==> config.mk <==
export PLATFORM = sky130hd
export DESIGN_NAME = glb_port_arbiter
export DESIGN_NICKNAME = d
export VERILOG_FILES = /design/src/rtl/glb_port_arbiter.sv
export SDC_FILE = /design/constraint.sdc
export NUM_CORES = 1
export LEC_CHECK = 0
export ABC_AREA = 1
export BUFFER_PORTS_ARGS = -buffer_cell sky130_fd_sc_hd__buf_2
export CAP_MARGIN = 25
export CORE_AREA = 8 8 198 200
export CTS_CLUSTER_DIAMETER = 30
export DETAILED_ROUTE_END_ITERATION = 7
export DIE_AREA = 0 0 206 208
export HOLD_SLACK_MARGIN = 0.02
export PLACE_DENSITY_LB_ADDON = 0.1
export SYNTH_ARGS = -nofsm -noshare
export SYNTH_HDL_FRONTEND = slang
export SYNTH_SLANG_ARGS = --single-unit
export TNS_END_PERCENT = 5
==> constraint.sdc <==
create_clock -name clk -period 3.07 [get_ports clk]
set_input_delay 0.4605 -clock clk [delete_from_list [all_inputs] [get_ports clk]]
set_output_delay 0.4605 -clock clk [all_outputs]
set_load 0.02 [all_outputs]
==> src/rtl/glb_port_arbiter.sv <==
// glb_port_arbiter: round-robin arbiter sharing one single-port GLB SRAM bank
// between NUM_REQ requesters. Bursts lock the port until their last beat, and read
// data returns one cycle after acceptance, tagged to the requester that issued it.
module glb_port_arbiter #(
    parameter int unsigned NUM_REQ    = 4,
    parameter int unsigned ADDR_WIDTH = 11,
    parameter int unsigned DATA_WIDTH = 64
) (
    input  logic                          clk,
    input  logic                          reset,

    // Requester side
    input  logic [NUM_REQ-1:0]            req_valid,
    input  logic [NUM_REQ-1:0]            req_last,
    input  logic [NUM_REQ-1:0]            req_we,
    input  logic [NUM_REQ*ADDR_WIDTH-1:0] req_addr,
    input  logic [NUM_REQ*DATA_WIDTH-1:0] req_wdata,
    output logic [NUM_REQ-1:0]            req_ready,

    // Read response side
    output logic [NUM_REQ-1:0]            rsp_valid,
    output logic [DATA_WIDTH-1:0]         rsp_data,

    // SRAM macro side
    output logic                          sram_en,
    output logic                          sram_we,
    output logic [ADDR_WIDTH-1:0]         sram_addr,
    output logic [DATA_WIDTH-1:0]         sram_wdata,
    input  logic [DATA_WIDTH-1:0]         sram_rdata
);

    localparam int unsigned PtrW = (NUM_REQ > 1) ? $clog2(NUM_REQ) : 1;

    typedef enum logic [0:0] {
        StIdle,
        StLocked
    } state_e;

    state_e              state_q, state_d;
    logic [PtrW-1:0]     rr_ptr_q, rr_ptr_d;
    logic [PtrW-1:0]     owner_q, owner_d;
    logic [NUM_REQ-1:0]  rsp_pend_q, rsp_pend_d;

    logic [PtrW-1:0]     cand;
    logic [PtrW-1:0]     winner;
    logic                win_found;

    logic [PtrW-1:0]     gnt_idx;
    int unsigned         gnt_int;
    logic                accept;
    logic [PtrW-1:0]     next_ptr;

    // Round-robin search: first valid requester starting at rr_ptr, wrapping.
    always_comb begin
        cand      = '0;
        winner    = '0;
        win_found = 1'b0;
        for (int unsigned k = 0; k < NUM_REQ; k++) begin
            cand = PtrW'((32'(rr_ptr_q) + k) % NUM_REQ);
            if (!win_found && req_valid[cand]) begin
                winner    = cand;
                win_found = 1'b1;
            end
        end
    end

    // Grant selection: owner while locked, search winner while idle; nothing in reset.
    always_comb begin
        req_ready = '0;
        if (state_q == StLocked) begin
            gnt_idx = owner_q;
            accept  = req_valid[owner_q];
        end else begin
            gnt_idx = winner;
            accept  = win_found;
        end
        // Outputs must read as idle while reset is held, even before the clock edge.
        if (reset) begin
            accept = 1'b0;
        end
        gnt_int = 32'(gnt_idx);
        if (accept) begin
            req_ready[gnt_idx] = 1'b1;
        end
    end

    // SRAM drive: zero-latency pass-through of the granted requester's beat.
    always_comb begin
        sram_en    = 1'b0;
        sram_we    = 1'b0;
        sram_addr  = '0;
        sram_wdata = '0;
        if (accept) begin
            sram_en    = 1'b1;
            sram_we    = req_we[gnt_idx];
            sram_addr  = req_addr[gnt_int*ADDR_WIDTH +: ADDR_WIDTH];
            sram_wdata = req_wdata[gnt_int*DATA_WIDTH +: DATA_WIDTH];
        end
    end

    // Pointer advance after a finished burst, wrapping at the last requester.
    always_comb begin
        if (gnt_int == NUM_REQ - 1) begin
            next_ptr = '0;
        end else begin
            next_ptr = gnt_idx + 1'b1;
        end
    end

    // FSM next-state: lock on a non-last beat from idle, release on any last beat.
    always_comb begin
        state_d    = state_q;
        rr_ptr_d   = rr_ptr_q;
        owner_d    = owner_q;
        rsp_pend_d = '0;
        if (accept) begin
            if (!req_we[gnt_idx]) begin
                rsp_pend_d[gnt_idx] = 1'b1;
            end
            unique case (state_q)
                StIdle: begin
                    if (req_last[gnt_idx]) begin
                        rr_ptr_d = next_ptr;
                    end else begin
                        state_d = StLocked;
                        owner_d = gnt_idx;
                    end
                end
                StLocked: begin
                    if (req_last[gnt_idx]) begin
                        state_d  = StIdle;
                        rr_ptr_d = next_ptr;
                    end
                end
                default: begin
                    state_d = StIdle;
                end
            endcase
        end
    end

    // State registers; reset drops any lock and discards a pending read response.
    always_ff @(posedge clk or posedge reset) begin
        if (reset) begin
            state_q    <= StIdle;
            rr_ptr_q   <= '0;
            owner_q    <= '0;
            rsp_pend_q <= '0;
        end else begin
            state_q    <= state_d;
            rr_ptr_q   <= rr_ptr_d;
            owner_q    <= owner_d;
            rsp_pend_q <= rsp_pend_d;
        end
    end

    // Response path: tag is the registered one-hot, data comes straight from the macro.
    always_comb begin
        rsp_valid = reset ? '0 : rsp_pend_q;
        rsp_data  = sram_rdata;
    end

endmodule

==> results.md <==
* CTS Buffer Depth at 2
* Startpoint class of the critical path: register
* Critical Path AT at 2.62 ns
* Syn Nets at ~1,300
* Final hold violations at 0
* Clock sink count at 9
* Fillers at 4,330
* H-Tree Depth at 1
* Via count at 6,488
* Share of the synthesized area in the top cell type at 29.3%
* Post-Place Worst Slack at around 0.11 ns
* Initial core utilization at 12.7%
* R2R Path End: rr_ptr_q[0]
* Status: complete, but fails checks
* GPL Wtd Cong at 0.790
* Synth area leader: nand2_1
* Die footprint at 42,800 um^2
* Syn Inst Count at 881
* CP Capture Point: sram_wdata[36]
* Synth-to-Final Area Change at 60.4%
* R2R setup slack at 0.70 ns
* Number of flops mapped to enable cells by yosys at 0
* CP Capture Type: primary output
* Critical Path RT at about 2.6 ns
* Worst Setup Path Type: reg2out
* First-pass GRT wire length at 41.7 mm
* Worst Reg2Reg Path Length in Cells at 19
* Vias/cell at between 3 and 4
* Synth top cells by count: 356 x nand2_1, 99 x inv_1, 84 x a21oi_1
* Final setup viols at 4
* Final hold slack at ~0.24 ns
* Final setup TNS at -0.0159 ns
* Cts hold-fix bufs at 0
* Vias in the first global route at 6,831
* P per Cell Area at 1560 nW/um^2
* FMAX at 325 MHz
* Minimum clock period at 3.08 ns
* Async set or reset register ratio after synthesis at 100%
* Synth Flop Type: dfrtp_1
* Ys Warns at 0
* Sequential-to-total area share from yosys stat at 4.93%
* Period utilization at 100%
* Nets@finish at 1,600
* Residual DRC at 0
* Rel. slew slack at between 70% and 80%
* Hold Path Class: in2async
* Post-Route WL at 28.9 mm
* Initial DRC Count at roughly 260
* Global router's overall resource usage at 12.4%
* Final WS setup at -0.00667 ns
* WL per Instance at between 15 and 20 um
* Dpl hpwl at 24.1 mm
* Cell Area, Synth at 4570 um^2
* Clock skew at 0.00202 ns
* Maxcap violations at 0
* Drt pass-1 iters at 4
* Crit path max fanout at 43
* Pin count of the biggest net entering global routing at 44
* Fin util at 20.3%
* Share of layout cells above drive strength 1 at 47.2%
* Netlist cell types at 27
* Fin cells at 1,688
* Clock-pin slew on the worst setup and hold paths at ~0.04 ns
* Port bufs at 398
* #FFs+latches synth at 9
* Origin of the critical flop-to-flop path: rr_ptr_q[0]
* Grt total ovfl at 0
* Die width at 206 um
* Clk root buf: clkbuf_16
* Core area at about 36,000 um^2
* ANT nets after route at 0
* Dpl cells at 1,671
* Worst VDD drop at 556 uV
* Mean Syn Cell Area at 5.19 um^2
* TritonCTS clock tree: built
* Violated checks: negative setup slack
* Most common cell in the synthesized netlist: nand2_1
* Worst Tran Pin Value at 0.397 ns
* Die Ht at 208 um
* Clk_lat worst skew at 0.23 ns
* Initial antenna violation count at 3
* Io pins at approximately 530
* Leading post-synthesis cells by cell area: nand2_1 29%, a21oi_2 13%, buf_4 11%
* P_leak at 4.17 nW
* Unrepaired setup endpoints after global routing: yes
* Num CTS Buffers at 3
* Worst Setup SP: rr_ptr_q[0]
* Row count at 70
* Pins over their slew limit at 0
-- worst min path at each step --
stage	start	endpoint	slack (ns)	cells past startpoint
after floorplan	reset	owner_q[0]	0.29	1
after global placement	reset	rsp_pend_q[2]	0.51	2
after detailed placement	reset	rsp_pend_q[2]	0.51	2
after CTS	reset	owner_q[0]	0.27	2
after global routing	reset	owner_q[0]	0.29	2
final	reset	owner_q[0]	0.24	2
-- cell usage in the layout, fill, tap and decap left out, types with 2 or more instances in the layout --
cell,Yosys,final
o21ai_0,6,6
dfrtp_2,0,2
diode_2,0,3
nand2_2,13,18
clkbuf_16,0,5
ha_1,4,4
buf_4,67,50
buf_12,1,13
inv_2,2,2
buf_6,9,12
nand2_1,356,349
dfrtp_1,9,7
nand2_4,1,3
inv_1,99,98
buf_16,0,3
a21oi_2,70,84
o21ai_1,74,73
buf_2,20,372
nor2_1,12,12
nand3_1,21,21
a21oi_1,84,69
-- critical path, cell delays in order (launching register included) --
cell and delay (ns):
dfrtp_2 0.45, buf_6 0.14, nand2_1 0.05, nand2_1 0.08, nand2_1 0.08, nand2_2 0.07, nor2_4 0.14, nand3_2 0.08
nand2_1 0.09, nand2_2 0.06, nand2_4 0.08, nand2_8 0.07, buf_16 0.19, buf_4 0.21, a21oi_2 0.17, o21ai_1 0.08
a21oi_1 0.13, buf_4 0.16
-- power by group --
part | switching, W | total (W) | internal, W
logic | 0.00664 | 0.0110 | 0.00434
clock network | 0.0000570 | 0.000231 | 0.000174
registers | 0.0000556 | 0.000222 | 0.000167
-- routing by layer --
layer / part of all wire (%) / wire (um) / vias up / track usage (%)
li1: - / - / 3373 / -
met1: 39 / 11300 / 2863 / 13.7
met2: 53 / 15200 / 228 / 23.5
met3: 6.6 / 1910 / 24 / 3.01
met4: 1.4 / 404 / 0 / 2.25
met5: 0 / 0 / - / 0
-- stage by stage --
step,area (um^2),power (W)
4_1_cts,7090,0.0110
2_1_floorplan,4570,0.00694
3_3_place_gp,6860,0.0104
6_report,7330,0.0114
5_1_grt,7330,0.0126
3_5_place_dp,6860,0.0103
-- flip-flops by register name, summed over array words and instances (netlist names) --
name	cells
rsp_pend_q	4
owner_q	2
rr_ptr_q	2
state_q	1
-- final cells by class --
| class | count | area, um^2 | area share, % |
|---|---|---|---|
| multi-input cells | 646 | 3210 | 43.9 |
| repair buffers | 455 | 2820 | 38.5 |
| well taps | 468 | 586 | 7.99 |
| inverters | 103 | 394 | 5.38 |
| flip-flops and latches | 9 | 228 | 3.11 |
| clock buffers | 4 | 78.8 | 1.08 |
| diodes | 3 | 7.51 | 0.102 |
-- repair_timing --
item | 4_1_cts | 5_1_grt
setup buffers | 4 | 3
gates resized for setup | 31 | 47
pin swaps | 6 | 6
cloned | 1 | 2
hold endpoints to repair | 0 | 0
endpoints found under the setup margin | 65 | 78
-- cell families (layout without fill, tap and decap cells) --
family | count (synthesis) | after routing | share of synthesized area [%]
AOI/OAI and AO/OA | 235 | 235 | 31.5
other | 0 | 3 | 0
buffers and inverters | 226 | 562 | 26.8
and+or+nand+nor | 407 | 407 | 35.6
adders and majority gates | 4 | 4 | 1.10
DFF | 9 | 9 | 4.93
Note: power is estimated with default switching activity, not from simulation.
